**src/rtl/fcfs_slice_scheduler_if.sv**
```systemverilog
// Requester-side bus of the FCFS slice scheduler: request/weight/release lines in,
// one-hot grant, grant index, queue depth and starvation flag out.
interface fcfs_slice_scheduler_if #(
  parameter int Requestors = 4
);
  localparam int IW = $clog2(Requestors);

  logic [Requestors-1:0]       req;
  logic [Requestors-1:0][7:0]  weights;
  logic                        release_i;
  logic [Requestors-1:0]       grant;
  logic                        grant_valid;
  logic [IW-1:0]               grant_id;
  logic [IW:0]                 q_count;
  logic                        starve_err;

  modport master (
    output req, weights, release_i,
    input  grant, grant_valid, grant_id, q_count, starve_err
  );

  modport slave (
    input  req, weights, release_i,
    output grant, grant_valid, grant_id, q_count, starve_err
  );
endinterface

```
**src/rtl/fcfs_slice_scheduler.sv**
```systemverilog
// First-come-first-served time-slice scheduler with weighted slices and tail re-entry.
// Optional starvation watchdog is built only when FCFS_STARVE_CHK_EN is defined.
module fcfs_slice_scheduler #(
  parameter int Requestors   = 4,
  parameter int QUANTUM      = 10,
  parameter int STARVE_LIMIT = 1000
) (
  input  logic                   clk,
  input  logic                   reset,
  fcfs_slice_scheduler_if.slave  bus
);
  localparam int IW = $clog2(Requestors);
  localparam int SW = $clog2(255 * QUANTUM + 1);
  localparam logic [SW-1:0] QUANT_SW = SW'(QUANTUM);
  localparam logic [IW:0]   CNT_ONE  = (IW+1)'(1);

  typedef enum logic [1:0] {IDLE, GRANT, GAP} state_t;

  state_t                state, state_next;
  logic [IW-1:0]         q_mem      [Requestors];
  logic [IW-1:0]         q_mem_next [Requestors];
  logic [IW-1:0]         head, head_next, tail, tail_next;
  logic [IW:0]           count, count_next;
  logic [Requestors-1:0] in_q, in_q_next, enq;
  logic [Requestors-1:0] grant;
  logic [IW-1:0]         grant_id;
  logic                  grant_valid;
  logic [SW-1:0]         slice_cnt, slice_load;
  logic [IW-1:0]         head_id;
  logic                  head_req;
  logic [7:0]            w_eff;
  logic                  do_pop, start_grant, end_grant;

  function automatic logic [IW-1:0] wrap_inc(input logic [IW-1:0] p);
    if (p == IW'(Requestors - 1)) return '0;
    return p + IW'(1);
  endfunction

  assign grant_valid = |grant;
  assign head_id     = q_mem[head];
  assign head_req    = bus.req[head_id];
  assign w_eff       = (bus.weights[head_id] == 8'd0) ? 8'd1 : bus.weights[head_id];
  assign slice_load  = SW'(w_eff) * QUANT_SW - SW'(1);

  // The active requester is kept out of the queue until its slice has ended.
  always_comb begin
    for (int i = 0; i < Requestors; i++) begin
      enq[i] = bus.req[i] && !in_q[i] && !(grant_valid && grant_id == IW'(i));
    end
  end

  always_comb begin
    state_next  = state;
    do_pop      = 1'b0;
    start_grant = 1'b0;
    end_grant   = 1'b0;
    case (state)
      IDLE, GAP: begin
        state_next = IDLE;
        if (count != '0) begin
          do_pop = 1'b1;
          if (head_req) begin
            start_grant = 1'b1;
            state_next  = GRANT;
          end
        end
      end
      GRANT: begin
        if (slice_cnt == '0 || !bus.req[grant_id] || bus.release_i) begin
          end_grant  = 1'b1;
          state_next = GAP;
        end
      end
      default: state_next = IDLE;
    endcase
  end

  // Pop uses the pre-edge head; new arrivals land behind it in ascending index order.
  always_comb begin
    q_mem_next = q_mem;
    head_next  = head;
    tail_next  = tail;
    count_next = count;
    in_q_next  = in_q;
    if (do_pop) begin
      head_next          = wrap_inc(head);
      count_next         = count - CNT_ONE;
      in_q_next[head_id] = 1'b0;
    end
    for (int i = 0; i < Requestors; i++) begin
      if (enq[i]) begin
        q_mem_next[tail_next] = IW'(i);
        tail_next             = wrap_inc(tail_next);
        count_next            = count_next + CNT_ONE;
        in_q_next[i]          = 1'b1;
      end
    end
  end

  always_ff @(posedge clk or negedge reset) begin
    if (!reset) begin
      state <= IDLE;
      head  <= '0;
      tail  <= '0;
      count <= '0;
      in_q  <= '0;
      for (int i = 0; i < Requestors; i++) q_mem[i] <= '0;
    end else begin
      state <= state_next;
      head  <= head_next;
      tail  <= tail_next;
      count <= count_next;
      in_q  <= in_q_next;
      q_mem <= q_mem_next;
    end
  end

  always_ff @(posedge clk or negedge reset) begin
    if (!reset) begin
      grant     <= '0;
      grant_id  <= '0;
      slice_cnt <= '0;
    end else if (start_grant) begin
      grant     <= Requestors'(1) << head_id;
      grant_id  <= head_id;
      slice_cnt <= slice_load;
    end else if (end_grant) begin
      grant     <= '0;
    end else if (state == GRANT) begin
      slice_cnt <= slice_cnt - SW'(1);
    end
  end

`ifdef FCFS_STARVE_CHK_EN
  localparam int WW = $clog2(STARVE_LIMIT + 1);
  logic [Requestors-1:0][WW-1:0] wait_cnt;
  logic                          starve_hit, starve_q;

  always_comb begin
    starve_hit = 1'b0;
    for (int i = 0; i < Requestors; i++) begin
      if (wait_cnt[i] == WW'(STARVE_LIMIT)) starve_hit = 1'b1;
    end
  end

  // Wait counters saturate at the limit and restart once the entry leaves the queue.
  always_ff @(posedge clk or negedge reset) begin
    if (!reset) begin
      wait_cnt <= '0;
      starve_q <= 1'b0;
    end else begin
      for (int i = 0; i < Requestors; i++) begin
        if (!in_q[i]) wait_cnt[i] <= '0;
        else if (wait_cnt[i] != WW'(STARVE_LIMIT)) wait_cnt[i] <= wait_cnt[i] + WW'(1);
      end
      starve_q <= starve_q | starve_hit;
    end
  end

  assign bus.starve_err = starve_q;
`else
  assign bus.starve_err = 1'b0;
`endif

  assign bus.grant       = grant;
  assign bus.grant_valid = grant_valid;
  assign bus.grant_id    = grant_id;
  assign bus.q_count     = count;
endmodule

```
**src/flat_wrapper.sv**
```systemverilog
// flat-port wrapper written by rule: the top's interface ports become plain ports
module fcfs_slice_scheduler_flat 
#(
  parameter int Requestors   = 4,
  parameter int QUANTUM      = 10,
  parameter int STARVE_LIMIT = 1000
)
  (clk, reset, bus_req, bus_weights, bus_release_i, bus_grant, bus_grant_valid, bus_grant_id, bus_q_count, bus_starve_err);
  fcfs_slice_scheduler_if #(.Requestors(Requestors)) bus_i ();
  input  logic clk;
  input  logic reset;
  input wire logic [$bits(bus_i.req)-1:0] bus_req;
  input wire logic [$bits(bus_i.weights)-1:0] bus_weights;
  input wire logic [$bits(bus_i.release_i)-1:0] bus_release_i;
  output wire logic [$bits(bus_i.grant)-1:0] bus_grant;
  output wire logic [$bits(bus_i.grant_valid)-1:0] bus_grant_valid;
  output wire logic [$bits(bus_i.grant_id)-1:0] bus_grant_id;
  output wire logic [$bits(bus_i.q_count)-1:0] bus_q_count;
  output wire logic [$bits(bus_i.starve_err)-1:0] bus_starve_err;
  assign bus_i.req = bus_req;
  assign bus_i.weights = bus_weights;
  assign bus_i.release_i = bus_release_i;
  assign bus_grant = bus_i.grant;
  assign bus_grant_valid = bus_i.grant_valid;
  assign bus_grant_id = bus_i.grant_id;
  assign bus_q_count = bus_i.q_count;
  assign bus_starve_err = bus_i.starve_err;
  fcfs_slice_scheduler #(.Requestors(Requestors), .QUANTUM(QUANTUM), .STARVE_LIMIT(STARVE_LIMIT)) u_core (.clk(clk), .reset(reset), .bus(bus_i));
endmodule
```
**config.mk**
```make
export PLATFORM = sky130hd
export DESIGN_NAME = fcfs_slice_scheduler_flat
export DESIGN_NICKNAME = d
export VERILOG_FILES = /design/src/rtl/fcfs_slice_scheduler_if.sv /design/src/rtl/fcfs_slice_scheduler.sv /design/src/flat_wrapper.sv
export SDC_FILE = /design/constraint.sdc
export NUM_CORES = 1
export LEC_CHECK = 0
export BUFFER_PORTS_ARGS = -buffer_cell sky130_fd_sc_hd__buf_2
export CORE_ASPECT_RATIO = 0.8
export CORE_MARGIN = 4
export CORE_UTILIZATION = 58
export DETAILED_ROUTE_END_ITERATION = 6
export HOLD_SLACK_MARGIN = 0.02
export PLACE_DENSITY = 0.85
export SLEW_MARGIN = 20
export SYNTH_ARGS = -nofsm -noshare
export SYNTH_HDL_FRONTEND = slang
export SYNTH_SLANG_ARGS = --single-unit
```
**constraint.sdc**
```tcl
create_clock -name clk -period 13.25 [get_ports clk]
set_input_delay 2.65 -clock clk [delete_from_list [all_inputs] [get_ports clk]]
set_output_delay 2.65 -clock clk [all_outputs]
set_load 0.005 [all_outputs]
```
==> summary.md, run 1 <==
| Metric | Value |
|---|---|
| Final TNS setup | `0 ns` |
| Final-layout fill cell count | `443` |
| Capturing element type of the critical path | `flip-flop` |
| Multi-input gate area in the final layout | `0.00222 sq mm` |
| RSZ-0062 raised after global routing | `no` |
| Proportion of register bits with asynchronous set or reset after synthesis | `1.00` |
| Count of distinct cell types in the synthesized netlist | `54` |
| Average via count per standard cell | `roughly 5.7` |
| Worst Clk Skew | `0.00868 ns` |
| Global Route met1 Usage | `0.295` |
| Die Span Y | `76.1 microns` |
| Maximum buffer depth of the clock tree | `2` |
| Post-route minimum period | `just over 6 ns` |
| Layout cell share with drive strength beyond 1 | `0.195` |
| Max-Slew Margin vs Limit | `0.278` |
| Count of pins over their slew limit | `0` |
| Synth Flop Type | `sky130_fd_sc_hd__dfrtp_1` |
| Slowest stage cell, crit path | `sky130_fd_sc_hd__nor4_1` |
| Post-synthesis instance total | `357` |
| Post-route setup slack | `7.21 ns` |
| Total global routing overflow | `0` |
| HPWL after DPL | `5.78 mm` |
| Most common library cells after synthesis | `49 x sky130_fd_sc_hd__nand2_1, 39 x sky130_fd_sc_hd__dfrtp_1, 33 x sky130_fd_sc_hd__ha_1` |
| Setup Viol. Count Final | `0` |
| Min-delay worst type | `reg2reg` |
| Number of iterations in the first detailed-routing pass | `7` |
| Post-synthesis cell area | `between 0.003 and 0.004 sq mm` |
| Longest individual stage delay on the worst path | `0.63 ns` |
| Clock tree root buffer cell | `sky130_fd_sc_hd__clkbuf_8` |
| Starting DRT DRC Count | `194` |
| Chain of cells forming the critical path | `buf_2, mux2i_1, mux2i_1, nor4_4, nand2_2, nand2_1, ha_1, ha_1, fa_1, nor4_1, nand4_1, o32a_1, mux2i_1, mux2i_1` |
| Top cells by area, synth | `sky130_fd_sc_hd__dfrtp_1 29%, sky130_fd_sc_hd__ha_1 12%, sky130_fd_sc_hd__mux2i_1 8.0%` |
| Dpl ws | `7.00 ns` |
| Layout Utilization | `0.671` |
| DRC viols | `0` |
| Resized cells post-CTS | `0` |
| Postcts setup bufs | `0` |
| Largest area contributor in the synthesized netlist | `sky130_fd_sc_hd__dfrtp_1` |
| Final weighted congestion in routability-driven placement | `0.882` |
| Remaining antenna violation count after routing | `0` |
| Die area | `between 0.007 and 0.008 sq mm` |
| Worst Tran Pin Value | `1.07 ns` |
| Required time reported for the critical path endpoint | `roughly 13 ns` |
| Number of clock sinks | `39` |
| Final net count | `472` |
| Width of the die | `93.1 microns` |
| Skew-Pair Late Insertion Delay | `0.29 ns` |
| Vias in the first global route | `2807` |
| Portion of synthesized cell area occupied by the leading cell type | `0.291` |
| Post-CTS clock slew at the launch and capture registers of the worst setup and hold paths | `about 0.07 ns` |
| Biggest fanout along the worst timing path | `5` |
| Maximum achievable frequency | `166 MHz` |
| Share of the yosys chip area belonging to registers | `0.291` |
| Worst setup path category | `in2reg` |
| Input/output buffers | `48` |
| Number of enable-type register cells in the synthesized netlist | `0` |
| Number of buffers inserted by hold repair at cts | `0` |
| Non-filler instance count after layout | `477` |
| Layout area overhead | `10.3%` |
| Register area | `976 sq um` |
| Count of warnings emitted by yosys | `0` |
| Final clock period utilization by the worst path | `0.456` |
| Clock H-tree levels | `2` |
| Number of synthesized register bits | `39` |
| Wirelength, routed | `approximately 7.5 mm` |
| Family with the most delay on the worst path | `simple AND/OR/NAND/NOR gates` |
| IO Count | `50` |
| Antenna violations before repair | `0` |
| Post-placement cell count | `470` |
| Arrival time of data at the critical path endpoint | `a little over 6 ns` |
| Routed vias | `2732` |
| Busiest layer in global routing | `met2` |
| Average wire length per cell after detail routing | `15.7 microns` |
| Avg Inst Size Synth | `9.41 sq um` |
| Global-route met3 utilization | `0.0365` |
| Number of buffers inserted during clock tree synthesis | `5` |
| Most used standard cell by instance count after synthesis | `sky130_fd_sc_hd__nand2_1` |
| Critical path launch point type | `input port` |
| Area inside the core boundary | `about 0.0055 sq mm` |
| Number of core rows | `24` |
| Mapped Nets | `430` |
| Tot GR Track Use | `0.218` |
| Met2 demand-to-capacity share in global routing | `0.359` |
| First-pass GRT wire length | `12.7 mm` |
| Hold Fails Final Rpt | `0` |
| Starting Density | `0.608` |
| Diode count | `0` |
| Max-Cap Viols | `0` |
| Largest net degree at the start of global routing | `40` |
| CTS tree | `built` |
| CP most frequent cell | `sky130_fd_sc_hd__mux2i_1` |
| Result of the run | `completed` |
| Buffer and inverter count on the worst path | `1` |
## metal layers
metal / part of all wire / vias up
met2: 0.48 / 88
met1: 0.46 / 1314
met4: 0.012 / 0
met5: 0 / -
li1: - / 1321
met3: 0.050 / 9
## path summary, 6_finish.rpt
| kind | start | end | slack (ns) | cells past startpoint |
|---|---|---|---|---|
| min in group asynchronous | reset | u_core.in_q[0] | 2.47 | 1 |
| setup / recovery | bus_weights[28] | u_core.slice_cnt[11] | 7.21 | 14 |
| setup reg to reg | u_core.head[0] | u_core.slice_cnt[11] | 8.21 | 14 |
| hold / removal | u_core.in_q[1] | u_core.in_q[1] | 0.48 | 1 |
| max in group asynchronous | reset | u_core.q_mem[1] | 10.24 | 1 |
| hold reg to reg | u_core.in_q[1] | u_core.in_q[1] | 0.48 | 1 |
## cell type report
cell class	instances	share of cell area
clock buffers	6	0.0223
clock inverters	1	0.00135
inverters	22	0.0223
multi-input cells	283	0.599
flip-flops and latches	39	0.263
well taps	78	0.0263
repair buffers	48	0.0648
## cell usage in the layout (no fill, tap or decap), drive strengths merged, types with 6 or more instances in the layout
cell / count
nand2: 51
buf: 48
dfrtp: 39
ha: 33
mux2i: 31
inv: 22
nor2: 22
xnor2: 22
nand3: 18
o21ai: 11
xor2: 11
a21oi: 10
mux2: 8
nand2b: 7
clkbuf: 6
## cell families (layout without fill, tap and decap cells)
group	count (synthesis)	after routing	synth area share
xor gates and xnor gates	33	33	0.0860
AOI/OAI and AO/OA	46	46	0.0976
DFF	39	39	0.291
other	1	1	0.00112
muxes	43	43	0.156
adders and majority gates	34	34	0.129
and+or+nand+nor	126	126	0.187
buffers and inverters	35	77	0.0536
## registers in the layout (all words and copies together) (netlist names)
register	cells
u_core.state	2
u_core.bus.grant_id	2
u_core.head	2
u_core.bus.grant	4
u_core.in_q	4
u_core.slice_cnt	12
u_core.q_mem	8
u_core.tail	2
u_core.bus.q_count	3
## stage by stage
step                      hold WS (ns)  area [sq um]
after floorplan                  0.441          3360
after global placement           0.454          3610
after detailed placement         0.461          3610
after CTS                        0.477          3690
after global routing             0.502          3700
final                            0.482          3700
Power of run 1 is left out: the tool's default activity adds up to more than one toggle a clock period on the data nets, which glitch-free logic cannot reach.
==> run 2: changes to the inputs <==
- clock period: 13.25 -> 5.75 ns (I/O delays scaled with it)
==> summary.md, run 2 (same netlist as run 1, synthesis figures left out) <==
| Metric | Value |
|---|---|
| Wirelength, routed | `7.32 mm (-2.1%)` |
| Launch point of the worst hold path | `u_core.in_q[1]` |
| Post-CTS clock slew at the launch and capture registers of the worst setup and hold paths | `0.08 ns (about the same)` |
| Slowest stage cell, crit path | `sky130_fd_sc_hd__mux4_2` |
| Chain of cells forming the critical path | `mux4_2, mux2i_1, mux2i_1, nor4_4, nand2_2, nand2_1, ha_1, ha_1, fa_1, nor4_1, nand4_1, o32a_1, mux2i_1, mux2i_1` |
| HPWL after DPL | `5.70 mm (-1.4%)` |
| RSZ-0062 raised after global routing | `no` |
| Count of pins over their slew limit | `0 (unchanged)` |
| CP most frequent cell | `sky130_fd_sc_hd__mux2i_1` |
| Layout cell share with drive strength beyond 1 | `0.193 (-0.00299)` |
| Average via count per standard cell | `5.64 (-1.5%)` |
| Largest net degree at the start of global routing | `40 (unchanged)` |
| Input/output buffers | `48 (unchanged)` |
| Hold Fails Final Rpt | `0 (unchanged)` |
| Top Registers | `u_core.slice_cnt x12, u_core.q_mem x8` |
| Skew-Pair Late Insertion Delay | `0.30 ns (about the same)` |
| Die Span Y | `76.1 microns (unchanged)` |
| Maximum achievable frequency | `202 MHz` |
| Register name with the most flops | `u_core.slice_cnt` |
| Final clock period utilization by the worst path | `0.859` |
| Diode count | `0 (unchanged)` |
| Tot GR Track Use | `0.209 (-0.00922)` |
| Number of buffers inserted by hold repair at cts | `0 (unchanged)` |
| Area inside the core boundary | `0.00553 sq mm (unchanged)` |
| Die area | `0.00708 sq mm (unchanged)` |
| Clock H-tree levels | `2 (unchanged)` |
| CTS tree | `built` |
| Number of core rows | `24 (unchanged)` |
| Critical path launch point type | `flip-flop` |
| Most frequent cells in the layout | `49 x sky130_fd_sc_hd__nand2_1, 48 x sky130_fd_sc_hd__buf_2, 39 x sky130_fd_sc_hd__dfrtp_1` |
| Final-layout fill cell count | `442 (-0.23%)` |
| IO Count | `50 (unchanged)` |
| Clock tree root buffer cell | `sky130_fd_sc_hd__clkbuf_8` |
| Final net count | `472 (unchanged)` |
| Resized cells post-CTS | `0 (unchanged)` |
| Routed vias | `2696 (-1.3%)` |
| Arrival time of data at the critical path endpoint | `5.09 ns (-1.10 ns)` |
| Worst Tran Pin Value | `1.04 ns (-0.0283 ns)` |
| Maximum buffer depth of the clock tree | `2 (unchanged)` |
| Setup Viol. Count Final | `0 (unchanged)` |
| Worst Clk Skew | `0.00761 ns (-0.00106 ns)` |
| Number of clock sinks | `39 (unchanged)` |
| Result of the run | `completed` |
| Final weighted congestion in routability-driven placement | `0.947 (+7.4%)` |
| DRC viols | `0 (unchanged)` |
| Critical path origin | `u_core.head[0]` |
| Starting DRT DRC Count | `239 (+23%)` |
| Flip-flop count of the largest register, all copies and words added | `12 (unchanged)` |
| Number of iterations in the first detailed-routing pass | `5 (-2)` |
| Biggest fanout along the worst timing path | `26 (+21)` |
| Vias in the first global route | `2611 (-7.0%)` |
| Post-route minimum period | `4.94 ns` |
| Starting Density | `0.608 (unchanged)` |
| Longest individual stage delay on the worst path | `0.86 ns (+0.23 ns)` |
| First-pass GRT wire length | `12.2 mm (-3.9%)` |
| Final TNS setup | `0 ns (unchanged)` |
| Antenna violations before repair | `0 (unchanged)` |
| Remaining antenna violation count after routing | `0 (unchanged)` |
| Postcts setup bufs | `0 (unchanged)` |
| Capturing element type of the critical path | `flip-flop` |
| Max-Slew Margin vs Limit | `0.306 (+0.0279)` |
| Max-Cap Viols | `0 (unchanged)` |
| Average wire length per cell after detail routing | `15.3 microns (-2.3%)` |
| Required time reported for the critical path endpoint | `5.90 ns (-7.50 ns)` |
| Number of buffers inserted during clock tree synthesis | `5 (unchanged)` |
| Critical register-to-register path startpoint | `u_core.head[0]` |
| Width of the die | `93.1 microns (unchanged)` |
| Worst setup path category | `reg2reg` |
| Total global routing overflow | `0 (unchanged)` |
| Layout area overhead | `10.1%` |
| Min-delay worst type | `reg2reg` |
| Most common library cell in the layout ignoring fill and taps | `sky130_fd_sc_hd__nand2_1` |
==> run 2: changes by cell type in the layout (fill, tap and decap cells not counted) <==
cell,before,now
sky130_fd_sc_hd__clkbuf_8,6,5
sky130_fd_sc_hd__clkbuf_1,0,2
==> run 2: layer usage <==
metal  global-route usage  wire (microns)  vias to the layer above  part of all wire
li1                     -               -                     1324                 -
met1                0.297            3400                     1281              0.46
met2                0.329            3410                       77              0.47
met3               0.0336             398                       14             0.054
met4               0.0586             115                        0             0.016
met5                    0               0                        -                 0
==> run 2: worst max-delay path, delay by kind of cell, from the launching register on <==
kind	cells	cell delay, ns
adder cells (fa/ha/maj)	3	0.85
AND/OR/NAND/NOR	5	1.56
AO/OA/AOI/OAI	1	0.39
multiplexers	5	1.53
flip-flops	1	0.47
==> run 2: per-stage QoR <==
stage | util | instances | worst slack, ns | cell area (sq um) | hold WS (ns)
2_1_floorplan | - | 357 | 1.50 | 3360 | 0.441
3_3_place_gp | 0.653 | 470 | 1.10 | 3610 | 0.454
3_5_place_dp | 0.653 | 470 | 0.858 | 3610 | 0.468
4_1_cts | 0.667 | 478 | 0.829 | 3690 | 0.485
5_1_grt | 0.669 | 478 | 0.389 | 3700 | 0.507
6_report | 0.669 | 478 | 0.811 | 3700 | 0.493
==> run 2: path summary, 6_finish.rpt <==
path / to / slack (ns) / cells past startpoint
min: u_core.in_q[1] / 0.49 / 1
max: u_core.slice_cnt[11] / 0.81 / 14
max in group asynchronous: u_core.slice_cnt[11] / 4.26 / 1
min in group asynchronous: u_core.bus.q_count[2] / 0.96 / 1
max reg2reg: u_core.slice_cnt[11] / 0.81 / 14
min reg2reg: u_core.in_q[1] / 0.49 / 1
==> run 2: final cells by class <==
type                    count  area (sq um)  area share
clock inverters             1          5.00     0.00135
clock buffers               7          76.3      0.0206
inverters                  22          82.6      0.0223
repair buffers             48           240      0.0650
flip-flops and latches     39           976       0.264
multi-input cells         283          2220       0.600
well taps                  78          97.6      0.0264
Power of run 2 is left out for the same reason.
